--- config.mk ---
export PLATFORM = sky130hd
export DESIGN_NAME = frame_bank_sched
export DESIGN_NICKNAME = d
export VERILOG_FILES = /design/src/rtl/frame_sched_pkg.sv /design/src/rtl/frame_reader_port.sv /design/src/rtl/frame_bank_sched.sv
export SDC_FILE = /design/constraint.sdc
export NUM_CORES = 1
export LEC_CHECK = 0
export CAP_MARGIN = 30
export CORE_ASPECT_RATIO = 1.5
export CORE_MARGIN = 3
export CORE_UTILIZATION = 40
export CTS_CLUSTER_SIZE = 10
export DETAILED_ROUTE_END_ITERATION = 10
export PLACE_DENSITY = 0.66
export SYNTH_ARGS = -nofsm -noshare
export SYNTH_HDL_FRONTEND = slang
export SYNTH_SLANG_ARGS = --single-unit
export TNS_END_PERCENT = 50
--- constraint.sdc ---
create_clock -name clock -period 2.8 [get_ports clock]
set_input_delay 0.84 -clock clock [delete_from_list [all_inputs] [get_ports clock]]
set_output_delay 0.84 -clock clock [all_outputs]
set_load 0.02 [all_outputs]
--- src/rtl/frame_sched_pkg.sv ---
// Shared types and helpers for the frame bank scheduler: writer/reader state encodings
// and pointer sizing.
package frame_sched_pkg;

    localparam int unsigned NBANKS_DEF = 4;

    typedef enum logic {
        W_IDLE,
        W_FILL
    } wr_state_e;

    typedef enum logic [1:0] {
        R_IDLE,
        R_START,
        R_BUSY
    } rd_state_e;

    // Bank index bits plus one wrap bit.
    function automatic int unsigned ptr_width(input int unsigned nbanks);
        return $clog2(nbanks) + 1;
    endfunction

endpackage

--- src/rtl/frame_reader_port.sv ---
// One transmitter's view of the bank ring: offers committed banks in order and advances its
// read pointer when the transmitter reports the bank done.
module frame_reader_port
    import frame_sched_pkg::*;
#(
    parameter int unsigned NBANKS = NBANKS_DEF,
    localparam int unsigned PW = ptr_width(NBANKS),
    localparam int unsigned BW = PW - 1
) (
    input  logic          clock,
    input  logic          reset,
    input  logic          enable,
    input  logic [PW-1:0] wr_ptr,
    input  logic [PW-1:0] wr_ptr_nxt,
    input  logic          done,
    output logic          start,
    output logic [BW-1:0] bank,
    output logic [PW-1:0] pend
);

    rd_state_e     state;
    logic [PW-1:0] ptr;
    logic [PW-1:0] ptr_nxt;

    // A disabled idle reader shadows the writer so it never holds banks; a bank that was
    // already handed out still completes, then the pointer snaps back to the writer.
    always_comb begin
        ptr_nxt = ptr;
        if (state == R_IDLE) begin
            if (!enable) ptr_nxt = wr_ptr_nxt;
        end else if (done) begin
            ptr_nxt = enable ? ptr + PW'(1) : wr_ptr_nxt;
        end
    end

    // Pending count as it will stand after this edge, so the registered total is never stale.
    assign pend = wr_ptr_nxt - ptr_nxt;

    always_ff @(posedge clock or posedge reset) begin
        if (reset) begin
            state <= R_IDLE;
            ptr   <= '0;
            bank  <= '0;
            start <= 1'b0;
        end else begin
            ptr   <= ptr_nxt;
            start <= 1'b0;
            case (state)
                R_IDLE: begin
                    if (enable && (wr_ptr != ptr)) begin
                        state <= R_START;
                        bank  <= ptr[BW-1:0];
                        start <= 1'b1;
                    end
                end
                R_START: state <= done ? R_IDLE : R_BUSY;
                R_BUSY:  if (done) state <= R_IDLE;
                default: state <= R_IDLE;
            endcase
        end
    end

endmodule

--- src/rtl/frame_bank_sched.sv ---
// Bank scheduler between the frame assembler and the CC/LPC transmitters: grants free banks
// to the writer, offers committed banks to each reader, frees a bank once all readers are done.
module frame_bank_sched
    import frame_sched_pkg::*;
#(
    parameter int unsigned NBANKS = NBANKS_DEF,
    parameter int unsigned OVF_W  = 8,
    localparam int unsigned PW = ptr_width(NBANKS),
    localparam int unsigned BW = PW - 1
) (
    input  logic             clock,
    input  logic             reset,
    input  logic             wr_start,
    input  logic             wr_commit,
    output logic             wr_ack,
    output logic             wr_drop,
    output logic [BW-1:0]    wr_bank,
    output logic             cc_start,
    output logic [BW-1:0]    cc_bank,
    input  logic             cc_done,
    input  logic             lpc_en,
    output logic             lpc_start,
    output logic [BW-1:0]    lpc_bank,
    input  logic             lpc_done,
    output logic [PW-1:0]    frames_pend,
    output logic [OVF_W-1:0] ovf_cnt
);

    wr_state_e     wr_state;
    logic [PW-1:0] wr_ptr;
    logic [PW-1:0] wr_ptr_nxt;
    logic [PW-1:0] cc_pend;
    logic [PW-1:0] lpc_pend;
    logic          wr_adv;
    logic          full;

    // A restart in the same cycle wins over a commit.
    assign wr_adv     = (wr_state == W_FILL) && wr_commit && !wr_start;
    assign wr_ptr_nxt = wr_ptr + PW'(wr_adv);
    assign wr_bank    = wr_ptr[BW-1:0];
    assign full       = frames_pend >= PW'(NBANKS);

    frame_reader_port #(
        .NBANKS(NBANKS)
    ) u_cc (
        .clock      (clock),
        .reset      (reset),
        .enable     (1'b1),
        .wr_ptr     (wr_ptr),
        .wr_ptr_nxt (wr_ptr_nxt),
        .done       (cc_done),
        .start      (cc_start),
        .bank       (cc_bank),
        .pend       (cc_pend)
    );

    frame_reader_port #(
        .NBANKS(NBANKS)
    ) u_lpc (
        .clock      (clock),
        .reset      (reset),
        .enable     (lpc_en),
        .wr_ptr     (wr_ptr),
        .wr_ptr_nxt (wr_ptr_nxt),
        .done       (lpc_done),
        .start      (lpc_start),
        .bank       (lpc_bank),
        .pend       (lpc_pend)
    );

    always_ff @(posedge clock or posedge reset) begin
        if (reset) begin
            wr_state    <= W_IDLE;
            wr_ptr      <= '0;
            wr_ack      <= 1'b0;
            wr_drop     <= 1'b0;
            ovf_cnt     <= '0;
            frames_pend <= '0;
        end else begin
            wr_ack      <= 1'b0;
            wr_drop     <= 1'b0;
            wr_ptr      <= wr_ptr_nxt;
            frames_pend <= (cc_pend > lpc_pend) ? cc_pend : lpc_pend;
            case (wr_state)
                W_IDLE: begin
                    if (wr_start) begin
                        if (!full) begin
                            wr_state <= W_FILL;
                            wr_ack   <= 1'b1;
                        end else begin
                            wr_drop <= 1'b1;
                            if (ovf_cnt != {OVF_W{1'b1}}) ovf_cnt <= ovf_cnt + OVF_W'(1);
                        end
                    end
                end
                W_FILL: begin
                    if (wr_start) wr_ack <= 1'b1;
                    else if (wr_commit) wr_state <= W_IDLE;
                end
            endcase
        end
    end

endmodule

== Yosys cells after proc, flatten, opt, wreduce, memory -nomap -nowiden ==
Index checks and enable logic that the tools add are counted.
W data, S select, Z words.
Word-level totals
  bits in registers: 33
  output and inout bits: 21
  logic and storage cells: 74
Cells by class
  equal/unequal tests: 11
  bitwise logic cells: 1
  reduce and logical (&&, ||, !) cells: 11
  muxes and demuxes: 29
  $lt $le $gt $ge: 2
  $add $sub $neg: 6
Operators with widths (number)
  $mux W3: 7
  $mux W1: 12
  $mux W2: 6
  $pmux W2 S3: 2
  $add A8 B1 Y8 const B: 1
  $ne A2 B2 Y1 const B: 4
  $ne A8 B8 Y1 const B: 1
  $reduce_and A2 Y1: 4
  $add A3 B1 Y3 const B: 2
  $ne A3 B3 Y1: 2
  $sub A3 B3 Y3: 2
  $eq A2 B1 Y1 const B: 2
  $eq A2 B2 Y1 const B: 2
  $logic_not A2 Y1: 2
  $pmux W1 S2: 2
  $reduce_and A4 Y1: 1
  $add A3 B1 Y3: 1
  $ge A3 B3 Y1 const B: 1
  $gt A3 B3 Y1: 1
  $logic_and A1 B1 Y1: 3
  $logic_not A1 Y1: 1
  $not A1 Y1: 1

== Logic depth before layout (Yosys ltp) ==
Gate-level depths: netlist of run 1.
  word-level depth: 9
  mapped depth: 13
  gate-level depth less buffers: 13

== Hierarchy ==
Synthesis of run 1 repeated with hierarchy kept, for this count alone.
Unflattened totals
  cells, all modules: 179
  area, all modules: 1961.9 µm²
Modules (own cells, without submodules)
  frame_reader_port: sequential area each 200.2 µm², cells each 53, times used 2, area each 536.8 µm²
  frame_bank_sched: sequential area each 425.4 µm², cells each 73, times used 1, area each 888.4 µm²

== Worst setup path before layout of run 1 ==
OpenSTA, ideal clock, no wires.
  path kind: input to register
  start point: input wr_start
  end point: register frames_pend[2]
  path buffers: 0
  cell stages on the path: 13
  setup slack: -0.521 ns
  data required time: 2.705 ns
  arrival: 3.225 ns
  path through: nand3b_1 nor2_1 ha_1 o21ai_0 a21oi_1 fa_1 o21a_1 or2_1 ha_1 nand3_1 o21ai_0 or3b_1 o31ai_1
On the way
  longest elaborated chain between the ends: 9
RTL lines
  start: declaration: RTL line frame_bank_sched.sv:13  | input logic wr_start,
  $logic_not A1 Y1 (*): RTL line frame_bank_sched.sv:38  | assign wr_adv = (wr_state == W_FILL) && wr_commit && !wr_start;
  $logic_and A1 B1 Y1 (*): RTL line frame_bank_sched.sv:38
  $add A3 B1 Y3 (*): RTL line frame_bank_sched.sv:39  | assign wr_ptr_nxt = wr_ptr + PW'(wr_adv);
  via u_cc.wr_ptr_nxt[1]: RTL line frame_reader_port.sv:14  | input logic [PW-1:0] wr_ptr_nxt,
  $mux W3: RTL line frame_reader_port.sv:32  | ptr_nxt = enable ? ptr + PW'(1) : wr_ptr_nxt;
  $mux W3: RTL line frame_reader_port.sv:31  | end else if (done) begin
  $mux W3 (*): RTL line frame_reader_port.sv:29  | if (state == R_IDLE) begin
  via u_lpc.ptr_nxt[1]: RTL line frame_reader_port.sv:23  | logic [PW-1:0] ptr_nxt;
  $sub A3 B3 Y3 (*): RTL line frame_reader_port.sv:37  | assign pend = wr_ptr_nxt - ptr_nxt;
  $gt A3 B3 Y1: RTL line frame_bank_sched.sv:83  | frames_pend <= (cc_pend > lpc_pend) ? cc_pend : lpc_pend;
  $mux W3 (*): RTL line frame_bank_sched.sv:83
  end signal: assignment: RTL line frame_bank_sched.sv:83
  end: declaration: RTL line frame_bank_sched.sv:25  | output logic [PW-1:0] frames_pend,
Mark *: on every way through the listed nets, which the timed path passes. The rest lies on a longest branch.
A chain may end at the register's enable or synchronous reset.

== Worst setup path in the final report of run 1 ==
Same ends and word-level chain as after synthesis.

==> flow_summary.json, run 1 <==
{
  "status": "complete, but fails checks",
  "violations": "setup timing",
  "hold_path_end": "ovf_cnt[6]$_DFFE_PP0P_",
  "syn_area_per_cell_um2": 12.1,
  "io_pins": 28,
  "crit_arrival_ps": 3350,
  "rsz0062_at_grt": "yes",
  "synth_simple_gate_area_share_pct": 7.90,
  "holdPathStages": 1,
  "cts.htree.levels": 2,
  "antenna_found_initial": 0,
  "layout-drive-gt1-share_pct": 37.1,
  "ys.flop_type": "dfrtp_1",
  "wl_per_cell_um": 14.9,
  "synth_top_area_cell": "dfrtp_1",
  "synth_top_cells_by_area": "dfrtp_1 (48%), xnor2_1 (8.1%), ha_1 (6.5%)",
  "syn_inst": 143,
  "fp.coreArea_um2": 4060,
  "synth-xor-area-share_pct": 13.6,
  "globalRouteOverflowTotal": 0,
  "r2r_end": "frames_pend[2]$_DFF_PP0_",
  "rr_startpoint": "u_lpc.state[1]$_DFFE_PP0P_",
  "cts.sinks": 33,
  "fmax_mhz": 317,
  "fin_worst_skew_ps": 1.57,
  "drt_pass1_iterations": 4,
  "diodes": 0,
  "yosysUniqueCellTypes": 37,
  "min_from": "ovf_cnt[6]$_DFFE_PP0P_",
  "synth_nets": 161,
  "drc": 0,
  "drtIter0Drc": 68,
  "grt_pass1_wl_um": 6560,
  "cts_root_buf": "clkbuf_8",
  "fin_crit_sh_pct": 113,
  "yosys_warnings": 0,
  "clk_pin_slew_ps": 60,
  "synth_top_family_by_area": "XOR/XNOR gates",
  "chipHeight_um": 86.5,
  "ant_nets": 0,
  "critical_path_class": "input pin to flop",
  "gp_congestion": 0.834,
  "r2r_slack_ps": -60,
  "grt_usage_pct": 16.7,
  "numCtsBuffers": 5,
  "setup_ws_ps": -355,
  "drt_wl_total_um": 3740,
  "area_delta_synth_final_pct": 43.2,
  "grt_max_degree": 34,
  "cp-start-kind": "input pin",
  "synthAdderAreaFrac_pct": 8.84,
  "cts_buffer_depth": 2,
  "routed_via_density": 5.30,
  "hold_path_class": "flop to flop",
  "tritoncts": "yes",
  "netlist_top_cells_count": "dfrtp_1 (33), xnor2_1 (16), inv_1 (12)",
  "cp_max_fo": 4,
  "finalNonFillerCells": 250,
  "setup_viol": 3,
  "die_area_um2": 5160,
  "insertion_delay_ps": 280,
  "start_util_pct": 42.5,
  "muxShareOfSynthArea_pct": 5.65,
  "async_reset_ff_share_pct": 100,
  "reg2reg_depth": 13,
  "finalMaxSlewViolations": 0,
  "rows": 28,
  "ys_seq_area_share_pct": 47.8,
  "synth_compound_area_share_pct": 12.0,
  "final_nets": 223,
  "relSlewSlack_pct": 66.7,
  "grt_pass1_vias": 1425,
  "die_w_um": 59.6,
  "fin_util_pct": 60.8,
  "ys_ff_latch": 33,
  "syn_area_um2": 1730,
  "timing_hold_violations_final": 0,
  "synth_most_common_cell": "dfrtp_1",
  "end_kind": "flop",
  "routed-via-count": 1324,
  "fillerInstances": 335,
  "synth-edff-count": 0,
  "place_inst": 239,
  "maxCapViolCount": 0,
  "worstPathRequired_ps": 3000,
  "dp_hpwl_um": 2830,
  "io_buffers": 27,
  "synth_top_area_share_pct": 47.8,
  "fin_crit_ps": 3160,
  "tightest_slew_ps": 496
}
[through the flow]
stage | worst slack, ps | area, µm² | hold slack (ps) | TNS, ps
after floorplan | -430 | 1730 | 488 | -1250
after global placement | -1070 | 2240 | 487 | -3170
after detailed placement | -1210 | 2240 | 495 | -3520
after CTS | -391 | 2450 | 504 | -1060
after global routing | -469 | 2470 | 521 | -1390
final | -355 | 2470 | 493 | -989
[worst max-delay path, stage by stage]
cell and delay, ps:
buf_6 90, nand3b_1 220, xnor2_2 230, o21ai_2 170
a21oi_2 80, ha_2 180, fa_2 360, o21a_1 120
or2_1 250, ha_4 230, nand3_2 80, o21ai_2 60
or3b_1 370, o31ai_2 70
[final cells by class]
type                       count  area [µm²]  area share (%)
multi-input combinational     95         960            38.8
sequential                    33         826            33.4
timing repair buffer          58         499            20.2
clock buffer                   7        86.3            3.49
tap                           45        56.3            2.28
inverter                      12        45.0            1.82
[registers in the layout, indices dropped and copies added (netlist names), 3 cells and up]
name	flops
ovf_cnt	8
frames_pend	3
u_cc.ptr	3
u_lpc.ptr	3
wr_ptr	3
[cells in the final DEF (no fill, tap or decap), drive strengths merged]
cell type | synthesis | layout
nand4 | 3 | 3
inv | 12 | 12
o21a | 3 | 3
and3 | 1 | 1
a311oi | 5 | 5
nor2 | 5 | 5
clkbuf | 0 | 7
o2111ai | 1 | 1
mux2i | 3 | 3
o31ai | 1 | 1
mux2 | 6 | 6
nand2 | 3 | 3
xor2 | 3 | 3
fa | 2 | 2
or3b | 1 | 1
a21boi | 2 | 2
and4 | 1 | 1
a211oi | 1 | 1
ha | 9 | 9
buf | 3 | 33
o211ai | 1 | 1
nand3b | 2 | 2
or3 | 1 | 1
o21bai | 2 | 2
nand3 | 4 | 4
or2 | 2 | 2
xnor3 | 3 | 3
a41oi | 1 | 1
o22ai | 3 | 3
dfrtp | 33 | 33
xnor2 | 16 | 16
a21oi | 3 | 3
clkdlybuf4s50 | 0 | 22
nor3 | 2 | 2
dlygate4sd2 | 0 | 3
o21ai | 5 | 5
[cells by family after synthesis]
logic type	Yosys count
flops	33
compound gates	28
simple gates	25
xor+xnor	22
buf+inv	15
fa+ha+maj	11
mux	9
[per-layer routing]
metal / vias up / share of wire [%] / GRT usage [%]
met2: 26 / 55 / 28.5
met4: 0 / 1.8 / 7.26
met3: 7 / 4.3 / 3.58
met1: 659 / 39 / 19.5
met5: - / 0 / 0
li1: 632 / - / -
[worst max path at each step]
stage / cells after the start / slack (ps) / from / endpoint
2_1_floorplan: 13 / -430 / wr_start / frames_pend[2]$_DFF_PP0_
3_3_place_gp: 15 / -1070 / wr_start / frames_pend[0]$_DFF_PP0_
3_5_place_dp: 15 / -1210 / wr_start / frames_pend[1]$_DFF_PP0_
4_1_cts: 14 / -390 / wr_start / frames_pend[2]$_DFF_PP0_
5_1_grt: 14 / -470 / wr_start / frames_pend[1]$_DFF_PP0_
6_report: 14 / -360 / wr_start / frames_pend[2]$_DFF_PP0_
[what timing repair did]
action                                 in CTS  in global routing
setup endpoints to repair                   3                  3
setup buffers                               3                  2
hold buffers                                0                  0
endpoints found under the hold margin       0                  0
pin swaps                                  13                  8
resized for setup                          41                  1
gates cloned                                0                  0
Power of run 1 is not shown: default switching activity piles up to over one toggle a cycle in this logic, so the estimate is an artifact.
==> inputs of run 2 (changes only) <==
--- a/config.mk
+++ b/config.mk
@@ -11,7 +11,9 @@
 export CORE_UTILIZATION = 40
 export CTS_CLUSTER_SIZE = 10
 export DETAILED_ROUTE_END_ITERATION = 10
+export GPL_ROUTABILITY_DRIVEN = 0
 export PLACE_DENSITY = 0.66
+export SLEW_MARGIN = 20
 export SYNTH_ARGS = -nofsm -noshare
 export SYNTH_HDL_FRONTEND = slang
 export SYNTH_SLANG_ARGS = --single-unit
==> results of run 2 <==
No change in the layout: final DEF, timing and power equal those of run 1.
Power of run 2 is left out for the same reason.
==> inputs of run 3 (changes only) <==
--- a/config.mk
+++ b/config.mk
@@ -6,7 +6,6 @@
 export NUM_CORES = 1
 export LEC_CHECK = 0
 export CAP_MARGIN = 30
-export CORE_ASPECT_RATIO = 1.5
 export CORE_MARGIN = 3
 export CORE_UTILIZATION = 40
 export CTS_CLUSTER_SIZE = 10
==> flow_summary.json, run 3 (same netlist as run 1, synthesis figures left out) <==
{
  "clk_pin_slew_ps": 70,
  "drt_pass1_iterations": 4,
  "drt_wl_total_um": 4540,
  "area_delta_synth_final_pct": 56.0,
  "fin_crit_sh_pct": 118,
  "grt_pass1_vias": 1503,
  "final_nets": 238,
  "finalNonFillerCells": 271,
  "insertion_delay_ps": 280,
  "diodes": 0,
  "status": "complete, but fails checks",
  "cts_root_buf": "clkbuf_8",
  "die_area_um2": 5140,
  "routed-via-count": 1419,
  "chipHeight_um": 71.7,
  "layout-drive-gt1-share_pct": 43.4,
  "critPathBufInv": 2,
  "numCtsBuffers": 5,
  "relSlewSlack_pct": 66.6,
  "io_pins": 28,
  "grt_max_degree": 34,
  "cts_buffer_depth": 2,
  "maxCapViolCount": 0,
  "tightest_slew_ps": 498,
  "critPathTopFamily": "adder cells",
  "rows": 23,
  "dp_hpwl_um": 2790,
  "fin_worst_skew_ps": 4.97,
  "fp.coreArea_um2": 4090,
  "antenna_found_initial": 0,
  "hold_path_class": "flop to flop",
  "placed_cell_area_um2": 2240,
  "cts.sinks": 33,
  "finalMaxSlewViolations": 0,
  "cp_max_fo": 4,
  "setup_viol": 4,
  "crit_chain": "buf_6 > nand3b_1 > buf_6 > xnor2_4 > o21ai_2 > a21oi_2 > ha_2 > fa_2 > o21a_1 > or2_1 > ha_4 > o21ai_2 > or3b_4 > o31ai_4",
  "grt_pass1_wl_um": 7200,
  "ant_nets": 0,
  "timing_hold_violations_final": 0,
  "wl_per_cell_um": 16.8,
  "routed_via_density": 5.24,
  "setup_ws_ps": -495,
  "drtIter0Drc": 56,
  "die_w_um": 71.7,
  "rsz0062_at_grt": "yes",
  "cp-start-kind": "input pin",
  "final_common_cell": "dfrtp_1",
  "globalRouteOverflowTotal": 0,
  "slowest_stage": "fa_2",
  "io_buffers": 27,
  "fin_crit_ps": 3300,
  "largest_register_ffs": 8,
  "r2r_slack_ps": -240,
  "largest-register": "ovf_cnt",
  "critical_path_class": "input pin to flop",
  "crit_arrival_ps": 3490,
  "violations": "setup timing",
  "place_inst": 244,
  "grt_usage_pct": 18.4,
  "start_util_pct": 42.3,
  "cts.htree.levels": 2,
  "drc": 0,
  "end_kind": "flop",
  "worstPathRequired_ps": 2990,
  "fin_util_pct": 65.9,
  "layout_common_cells": "dfrtp_1 (33), buf_4 (31), clkdlybuf4s50_1 (22), buf_6 (16), xnor2_1 (14)",
  "tritoncts": "yes",
  "fmax_mhz": 303,
  "fin_area_um2": 2690,
  "crit_path_max_incr_delay_ps": 400
}
run 3: repair_timing:
item	CTS	global route
pin swaps	15	13
setup endpoints to repair	3	4
setup buffers	18	2
hold buffers	0	0
resized for setup	53	9
endpoints found under the hold margin	0	0
run 3: final cells by class:
type                       count  area (µm²)
clock buffer                   7        96.3
multi-input combinational     95         995
timing repair buffer          73         664
sequential                    33         826
fill                         303        1390
inverter                      12        45.0
clock inverter                 1        5.00
tap                           50        62.6
run 3: layer usage:
| layer | global-route usage [%] | share of wire (%) | up-vias |
|---|---|---|---|
| met5 | 0 | 0 | - |
| met4 | 9.60 | 2.8 | 0 |
| met3 | 3.65 | 3.1 | 10 |
| met2 | 32.4 | 54 | 43 |
| met1 | 21.0 | 40 | 704 |
| li1 | - | - | 662 |
run 3: worst paths after layout:
path | start | end | cells past startpoint
worst max-delay path | wr_start | frames_pend[2]$_DFF_PP0_ | 14
worst min-delay path | u_cc.bank[0]$_DFFE_PP0P_ | u_cc.bank[0]$_DFFE_PP0P_ | 1
worst max register to register | u_lpc.state[1]$_DFFE_PP0P_ | frames_pend[2]$_DFF_PP0_ | 12
worst min register to register | u_cc.bank[0]$_DFFE_PP0P_ | u_cc.bank[0]$_DFFE_PP0P_ | 1
max in group asynchronous | reset | ovf_cnt[2]$_DFFE_PP0P_ | 3
min in group asynchronous | reset | u_cc.bank[1]$_DFFE_PP0P_ | 3
run 3: worst register-to-register path, cell delays in order (launching register included):
cell and delay (ps):
dfrtp_1 460, nor2_1 300, nand2_1 160, o22ai_2 190
a21oi_2 60, ha_2 180, fa_2 400, o21a_1 130
or2_1 260, ha_4 290, o21ai_2 70, or3b_4 390
o31ai_4 70
run 3: metrics by stage:
step	setup slack (ps)	hold slack, ps	TNS [ps]
final	-495	505	-1650
after global routing	-550	517	-1920
after CTS	-407	505	-1310
after detailed placement	-1180	495	-3480
after global placement	-1080	483	-3210
after floorplan	-430	488	-1250
Power of run 3 is left out for the same reason.
